--- src/rtl/lsu_unit_if.sv ---
// Data-bus interface between the load/store unit and memory.
// The LSU drives the request side and memory returns ack/rdata.
interface lsu_unit_if;
    logic        bus_req;
    logic        bus_we;
    logic [31:0] bus_addr;
    logic [3:0]  bus_be;
    logic [31:0] bus_wdata;
    logic        bus_ack;
    logic [31:0] bus_rdata;

    modport master (
        output bus_req, bus_we, bus_addr, bus_be, bus_wdata,
        input  bus_ack, bus_rdata
    );

    modport slave (
        input  bus_req, bus_we, bus_addr, bus_be, bus_wdata,
        output bus_ack, bus_rdata
    );
endinterface

--- src/rtl/lsu_unit.sv ---
// Load/store unit: turns load/store control into a word-aligned bus
// transaction, stalls the core while waiting and extends load data.
module lsu_unit #(
    parameter int unsigned TIMEOUT = 16
) (
    input  logic        clk,
    input  logic        rst,
    input  logic        mem_read,
    input  logic        mem_write,
    input  logic [2:0]  funct3,
    input  logic [31:0] addr,
    input  logic [31:0] wdata,
    output logic        stall,
    output logic [31:0] load_data,
    output logic        fault,
    lsu_unit_if.master  bus
);

    typedef enum logic [1:0] {IDLE, BUSY, DONE} state_t;

    state_t      state, state_n;
    logic        req, b_sz, h_sz, w_sz;
    logic        legal, aligned, accept, tmo;
    logic        fault_c;
    logic [3:0]  be_d;
    logic [31:0] wd_d;
    logic [31:0] lane, ext;

    logic        we_q;
    logic [31:0] addr_q;
    logic [3:0]  be_q;
    logic [31:0] wd_q;
    logic [2:0]  f3_q;
    logic [1:0]  off_q;
    logic [7:0]  cnt;

    assign req  = mem_read | mem_write;
    assign b_sz = (funct3 == 3'b000) | (funct3 == 3'b100);
    assign h_sz = (funct3 == 3'b001) | (funct3 == 3'b101);
    assign w_sz = (funct3 == 3'b010);

    // unsigned variants only make sense for loads
    assign legal = (funct3 == 3'b000) | (funct3 == 3'b001) |
                   (funct3 == 3'b010) |
                   (~mem_write & funct3[2] & ~funct3[1]);

    assign aligned = h_sz ? ~addr[0] :
                     w_sz ? (addr[1:0] == 2'b00) : 1'b1;

    assign accept = req & legal & aligned;
    assign tmo    = (cnt == 8'(TIMEOUT - 1));

    always_comb begin
        be_d = 4'b0000;
        wd_d = wdata;
        unique case (1'b1)
            w_sz: begin
                be_d = 4'b1111;
                wd_d = wdata;
            end
            h_sz: begin
                be_d = addr[1] ? 4'b1100 : 4'b0011;
                wd_d = {2{wdata[15:0]}};
            end
            default: begin
                be_d = 4'b0001 << addr[1:0];
                wd_d = {4{wdata[7:0]}};
            end
        endcase
    end

    assign lane = bus.bus_rdata >> {off_q, 3'b000};

    always_comb begin
        ext = bus.bus_rdata;
        case (f3_q)
            3'b000:  ext = {{24{lane[7]}}, lane[7:0]};
            3'b001:  ext = {{16{lane[15]}}, lane[15:0]};
            3'b100:  ext = {24'h0, lane[7:0]};
            3'b101:  ext = {16'h0, lane[15:0]};
            default: ext = bus.bus_rdata;
        endcase
    end

    always_comb begin
        state_n = state;
        stall   = 1'b0;
        fault_c = 1'b0;
        unique case (state)
            IDLE: begin
                stall   = accept;
                fault_c = req & ~accept;
                if (accept) state_n = BUSY;
            end
            BUSY: begin
                stall = 1'b1;
                if (bus.bus_ack) begin
                    state_n = DONE;
                end else if (tmo) begin
                    fault_c = 1'b1;
                    state_n = DONE;
                end
            end
            DONE:    state_n = IDLE;
            default: state_n = IDLE;
        endcase
    end

    assign fault = fault_c & ~rst;

    always_ff @(posedge clk) begin
        if (rst) begin
            state     <= IDLE;
            we_q      <= 1'b0;
            addr_q    <= '0;
            be_q      <= '0;
            wd_q      <= '0;
            f3_q      <= '0;
            off_q     <= '0;
            load_data <= '0;
            cnt       <= '0;
        end else begin
            state <= state_n;
            if (state == IDLE && accept) begin
                we_q   <= mem_write;
                addr_q <= {addr[31:2], 2'b00};
                be_q   <= be_d;
                wd_q   <= wd_d;
                f3_q   <= funct3;
                off_q  <= addr[1:0];
                cnt    <= '0;
            end
            if (state == BUSY) begin
                cnt <= cnt + 8'd1;
                if (!we_q) begin
                    if (bus.bus_ack) load_data <= ext;
                    else if (tmo)    load_data <= '0;
                end
            end
        end
    end

    assign bus.bus_req   = (state == BUSY);
    assign bus.bus_we    = we_q;
    assign bus.bus_addr  = addr_q;
    assign bus.bus_be    = be_q;
    assign bus.bus_wdata = wd_q;

endmodule

--- src/flat_wrapper.sv ---
// flat-port wrapper written by rule: the top's interface ports become plain ports
module lsu_unit_flat 
#(
    parameter int unsigned TIMEOUT = 16
)
  (clk, rst, mem_read, mem_write, funct3, addr, wdata, stall, load_data, fault, bus_bus_req, bus_bus_we, bus_bus_addr, bus_bus_be, bus_bus_wdata, bus_bus_ack, bus_bus_rdata);
  lsu_unit_if bus_i ();
  input  logic clk;
  input  logic rst;
  input  logic mem_read;
  input  logic mem_write;
  input  logic [2:0] funct3;
  input  logic [31:0] addr;
  input  logic [31:0] wdata;
  output logic stall;
  output logic [31:0] load_data;
  output logic fault;
  output wire logic [$bits(bus_i.bus_req)-1:0] bus_bus_req;
  output wire logic [$bits(bus_i.bus_we)-1:0] bus_bus_we;
  output wire logic [$bits(bus_i.bus_addr)-1:0] bus_bus_addr;
  output wire logic [$bits(bus_i.bus_be)-1:0] bus_bus_be;
  output wire logic [$bits(bus_i.bus_wdata)-1:0] bus_bus_wdata;
  input wire logic [$bits(bus_i.bus_ack)-1:0] bus_bus_ack;
  input wire logic [$bits(bus_i.bus_rdata)-1:0] bus_bus_rdata;
  assign bus_bus_req = bus_i.bus_req;
  assign bus_bus_we = bus_i.bus_we;
  assign bus_bus_addr = bus_i.bus_addr;
  assign bus_bus_be = bus_i.bus_be;
  assign bus_bus_wdata = bus_i.bus_wdata;
  assign bus_i.bus_ack = bus_bus_ack;
  assign bus_i.bus_rdata = bus_bus_rdata;
  lsu_unit #(.TIMEOUT(TIMEOUT)) u_core (.clk(clk), .rst(rst), .mem_read(mem_read), .mem_write(mem_write), .funct3(funct3), .addr(addr), .wdata(wdata), .stall(stall), .load_data(load_data), .fault(fault), .bus(bus_i));
endmodule
--- config.mk ---
export PLATFORM = sky130hd
export DESIGN_NAME = lsu_unit_flat
export DESIGN_NICKNAME = d
export VERILOG_FILES = /design/src/rtl/lsu_unit_if.sv /design/src/rtl/lsu_unit.sv /design/src/flat_wrapper.sv
export SDC_FILE = /design/constraint.sdc
export NUM_CORES = 1
export LEC_CHECK = 0
export ABC_AREA = 1
export CAP_MARGIN = 20
export CORE_MARGIN = 5
export CORE_UTILIZATION = 30
export DETAILED_ROUTE_END_ITERATION = 7
export GPL_TIMING_DRIVEN = 1
export HOLD_SLACK_MARGIN = 0.15
export PLACE_DENSITY = 0.61
export REMOVE_ABC_BUFFERS = 1
export SYNTH_ARGS = -nofsm -noshare
export SYNTH_HDL_FRONTEND = slang
export SYNTH_SLANG_ARGS = --single-unit
export TNS_END_PERCENT = 10
--- constraint.sdc ---
create_clock -name clk -period 2.9 [get_ports clk]
set_input_delay 0.58 -clock clk [delete_from_list [all_inputs] [get_ports clk]]
set_output_delay 0.58 -clock clk [all_outputs]
set_load 0.005 [all_outputs]
==> results.json, run 1 <==
{
  "crit_fanout": 4,
  "fp.dieArea_um2": 20100,
  "powerDensity_nw_per_um2": 603,
  "first_iter_violations": 320,
  "critPathTopFamily": "buffers and inverters",
  "worstPathCellList": "clkdlybuf4s50_1, inv_1, o21ai_0, nand2_1, nand2_1, nand2_1, a21oi_1, clkdlybuf4s50_1",
  "clock_sinks": 114,
  "antenna_found_initial": 0,
  "htreeDepth": 4,
  "cts_tree": "built",
  "gr-total-overflow": 0,
  "die_w_um": 142,
  "slew_violations": 0,
  "grtUsageTotal": 0.178,
  "netlist_top_cells_area": "dfxtp_1 (44%), nand2_1 (21%), a21oi_1 (11%), nand3_1 (5.7%), nor2_1 (2.5%)",
  "status": "completed",
  "final_cells": 1189,
  "hp-class": "flop to flop",
  "path_buf_inv": 3,
  "dp_cells": 1157,
  "ys_seq_elements": 114,
  "viasPerCell": 4.65,
  "crit_path_end_kind": "output port",
  "yosysSeqAreaShare": 0.438,
  "slowest_stage": "clkdlybuf4s50_1",
  "p_leak_nw": 3.08,
  "syn2layout_area_growth_pct": 55.0,
  "place_area_um2": 7410,
  "cts-root-buf": "clkbuf_16",
  "fin_worst_skew_ps": 7.75,
  "final_nets": 1056,
  "grt_first_pass_wirelength_um": 28500,
  "synth_ff_type": "dfxtp_1",
  "core-area_um2": 17200,
  "start_util": 0.303,
  "period_share": 0.936,
  "wl_per_cell_um": 15.0,
  "vias": 5531,
  "rsz0062_at_grt": "no",
  "rows": 48,
  "synth_edf_count": 0,
  "drt_wl_total_um": 17800,
  "synth.avg_cell_area_um2": 6.85,
  "crit_arrival_ps": 2140,
  "critPathRequiredTime_ps": 2320,
  "async_flop_share": 0,
  "die_h_um": 142,
  "slew_headroom": 0.475,
  "grt_max_degree": 82,
  "clkLatencyLatePin_ps": 420,
  "cpMostUsedCell": "nand2_1",
  "antenna_left": 0,
  "final_cell_area_um2": 8080,
  "cts_made_buffers": 17,
  "num_antenna_cells": 0,
  "worstSetupStartpointType": "primary input",
  "yosys.area.top_type": "dfxtp_1",
  "worstSetupPathType": "primary input to output port",
  "period_needed_ps": 2720,
  "fmax_mhz": 368,
  "finalSetupViolCount": 0,
  "cts_hold_buf": 0,
  "worst_pin_slew_ps": 787,
  "post_cts_resize_count": 0,
  "p_total_w": 0.00487,
  "drc": 0,
  "portBuffers": 205,
  "ys_types": 30,
  "path_clk_slew_ps": 50,
  "postSynthCellCount": 761,
  "hold_violations": 0,
  "cts.path.max_buffers": 2,
  "dp_hpwl_um": 12400,
  "ir_worst_vdd_v": 0.000385,
  "final_layout_size_suffix_gt1_frac": 0.0809,
  "max_stage_delay_ps": 520,
  "cts_setup_buffers": 0,
  "dr.pass1.iters": 5,
  "grt_pass1_vias": 5375,
  "routabilityCongestion": 0.840,
  "syn-cell-area_um2": 5210,
  "synth_warnings": 0,
  "max_cap_viol_count": 0,
  "synth_top_area_frac": 0.438,
  "io_pins": 208
}
report_power, final:
group | switching (W) | leakage (nW) | total (W) | internal, W
clock network | 0.000754 | 0.319 | 0.00237 | 0.00161
logic | 0.000395 | 1.84 | 0.000793 | 0.000398
registers | 0.0000565 | 0.928 | 0.00171 | 0.00165
total | 0.00121 | 3.08 | 0.00487 | 0.00366
through the flow:
stage,util,hold WS (ps),setup TNS [ps],worst slack (ps)
final,0.470,461,0,185
after global routing,0.470,482,0,18.4
after CTS,0.470,463,0,180
after detailed placement,0.432,455,0,178
after global placement,0.432,451,0,180
after floorplan,-,451,-3690,-105
state kept, by name, summed over array words and instances, names as in the netlist:
signal	flops
u_core.bus.bus_addr	30
u_core.bus.bus_be	4
u_core.bus.bus_wdata	32
u_core.bus.bus_we	1
u_core.cnt	8
u_core.f3_q	3
u_core.load_data	32
u_core.off_q	2
u_core.state	2
cells in the final DEF (no fill, tap or decap), types with 11 or more instances in the layout:
cell type	instances
nand2_1	286
clkdlybuf4s50_1	204
dfxtp_1	114
a21oi_1	111
nand3_1	59
nor2_1	35
inv_1	27
o21ai_0	23
or2_2	18
clkbuf_16	17
buf_4	11
routing by layer:
metal | track usage | vias to the layer above | share of wire
met5 | 0 | - | 0
met4 | 0.0576 | 0 | 0.011
met3 | 0.0698 | 16 | 0.10
met2 | 0.274 | 190 | 0.44
met1 | 0.229 | 2488 | 0.45
li1 | - | 2837 | -
area by class of cell:
cell class              instances  area (um^2)
fillers                      1787         9100
flip-flops and latches        114         2280
repair buffers                217         2160
well taps                     225          282
clock inverters                 9          175
clock buffers                  23          488
multi-input cells             570         2570
inverters                      31          116
tightest hold or removal path, delay by kind of cell (launching register included):
kind / cells / cell delay (ps)
DFF: 1 / 300
and+or+nand+nor: 1 / 60
AOI/OAI and AO/OA: 1 / 50
final timing paths:
kind	startpoint	end	slack, ps	depth (start not counted)
max	addr[0]	fault	180	8
min reg2reg	u_core.bus.bus_addr[7]$_SDFFE_PP0P_	u_core.bus.bus_addr[7]$_SDFFE_PP0P_	460	2
min	u_core.bus.bus_addr[7]$_SDFFE_PP0P_	u_core.bus.bus_addr[7]$_SDFFE_PP0P_	460	2
max reg2reg	u_core.f3_q[1]$_SDFFE_PP0P_	u_core.load_data[31]$_SDFFE_PP0P_	930	4
synth_stat cells (6+ instances only):
| library cell | n |
|---|---|
| nand2_1 | 286 |
| dfxtp_1 | 114 |
| a21oi_1 | 111 |
| nand3_1 | 59 |
| nor2_1 | 35 |
| inv_1 | 27 |
| o21ai_0 | 23 |
| clkbuf_1 | 22 |
| or2_2 | 18 |
| buf_2 | 14 |
| buf_4 | 6 |
| o2111ai_1 | 6 |
cells by family (layout without fill, tap and decap cells):
family / Yosys count / after routing / share of synthesized area
DFF: 114 / 114 / 0.438
AOI/OAI and AO/OA: 148 / 148 / 0.149
adders and majority gates: 1 / 1 / 0.00240
buffers and inverters: 78 / 280 / 0.0696
and+or+nand+nor: 419 / 419 / 0.340
other: 1 / 2 / 0.000720
Note: power is estimated with default switching activity, not from simulation.
==> run 2: changes to the inputs <==
Settings changed: DONT_BUFFER_PORTS set to 1, PLACE_DENSITY 0.61 to 0.46, SETUP_SLACK_MARGIN set to 0.2, SLEW_MARGIN set to 40.
==> results.json, run 2 (synthesis results as in run 1) <==
{
  "fin_hold_ws_ps": 230,
  "post_cts_resize_count": 0,
  "syn2layout_area_growth_pct": 13.3,
  "path_clk_slew_ps": 60,
  "worstSetupStartpointType": "flop",
  "cts_hold_buf": 0,
  "dp_cells": 946,
  "critPathTopFamily": "flip-flops",
  "grtUsageTotal": 0.164,
  "wl_per_cell_um": 17.0,
  "dp_slack_ps": 619,
  "rows": 48,
  "worstSetupPathType": "flop to output port",
  "grt_max_degree": 101,
  "viasPerCell": 5.02,
  "fmax_mhz": 454,
  "setup_slack_ps": 699,
  "htreeDepth": 4,
  "clkLatencyLatePin_ps": 410,
  "powerDensity_nw_per_um2": 718,
  "dp_hpwl_um": 11600,
  "routabilityCongestion": 0.847,
  "final_cells": 978,
  "slew_violations": 0,
  "portBuffers": 0,
  "cts_setup_buffers": 0,
  "drc": 0,
  "slew_headroom": 0.509,
  "finalSetupViolCount": 0,
  "rsz0062_at_grt": "no",
  "gr-total-overflow": 0,
  "max_cap_viol_count": 0,
  "p_total_w": 0.00424,
  "max_stage_delay_ps": 370,
  "fin_worst_skew_ps": 8.90,
  "clock_sinks": 114,
  "hold_violations": 0,
  "worst_pin_slew_ps": 736,
  "ir_worst_vdd_v": 0.000403,
  "cts.path.max_buffers": 2,
  "antenna_left": 0,
  "period_share": 0.759,
  "cts-root-buf": "clkbuf_16",
  "crit_path_end_kind": "output port",
  "die_h_um": 142,
  "grt_pass1_vias": 4847,
  "worstPathCellList": "ha_1, nand3_1, inv_1, nand3_1, inv_1, nand2_1, a21oi_1",
  "cts_made_buffers": 17,
  "final_cell_mix": "nand2_1 (286), dfxtp_1 (114), a21oi_1 (111), nand3_1 (59), nor2_1 (35)",
  "dr.pass1.iters": 4,
  "vias": 4911,
  "first_iter_violations": 279,
  "slowest_stage": "dfxtp_1",
  "antenna_found_initial": 0,
  "crit_fanout": 4,
  "die_w_um": 142,
  "status": "completed",
  "period_needed_ps": 2200,
  "core-area_um2": 17200,
  "p_leak_nw": 2.26,
  "path_buf_inv": 2,
  "cts_tree": "built",
  "start_util": 0.303,
  "hp-class": "primary input to flop",
  "grt_first_pass_wirelength_um": 26100,
  "drt_wl_total_um": 16700,
  "fp.dieArea_um2": 20100,
  "num_antenna_cells": 0,
  "fin_tns_setup_ps": 0,
  "final_nets": 845,
  "io_pins": 208,
  "final_common_cell": "nand2_1",
  "critPathRequiredTime_ps": 2320,
  "crit_arrival_ps": 1620,
  "final_layout_size_suffix_gt1_frac": 0.0969
}
==> run 2: metal layers <==
| layer | vias up | wire length (um) | track usage |
|---|---|---|---|
| met4 | 0 | 175 | 0.0581 |
| met5 | - | 0 | 0 |
| met3 | 13 | 2120 | 0.0900 |
| met2 | 189 | 7780 | 0.264 |
| li1 | 2423 | - | - |
| met1 | 2286 | 6580 | 0.183 |
==> run 2: worst paths after layout <==
| check | startpoint | end | slack [ps] | cells past startpoint |
|---|---|---|---|---|
| worst min-delay path | rst | u_core.bus.bus_wdata[0]$_SDFFE_PP0P_ | 230 | 1 |
| worst max-delay path | u_core.cnt[0]$_SDFFE_PP0P_ | fault | 700 | 7 |
| worst max register to register | u_core.state[0]$_SDFFE_PP0P_ | u_core.load_data[6]$_SDFFE_PP0P_ | 870 | 6 |
| worst min register to register | u_core.bus.bus_wdata[22]$_SDFFE_PP0P_ | u_core.bus.bus_wdata[22]$_SDFFE_PP0P_ | 480 | 2 |
==> run 2: worst register-to-register path, stage by stage, from the launching register on <==
cell	delay, ps
dfxtp_1	320
inv_1	60
nor2_4	250
nand3_2	300
inv_1	650
o211ai_1	220
a21oi_1	160
==> run 2: through the flow <==
step	instance area, um^2	util
global placement	5320	0.310
CTS	5900	0.344
global route	5900	0.344
detailed placement	5320	0.310
finish	5900	0.344
floorplan	4970	-
==> run 2: power breakdown <==
part           internal, W  leakage [nW]  switching, W
Combinational     0.000150          1.05      0.000292
Clock              0.00127         0.280      0.000795
Sequential         0.00165         0.928     0.0000803
Total              0.00307          2.26       0.00117
==> run 2: final cells by class <==
type	count	area, um^2
clock inverter	15	159
sequential	114	2280
timing repair buffer	6	70.1
multi-input combinational	570	2570
fill	1899	11300
clock buffer	17	425
tap	225	282
inverter	31	116
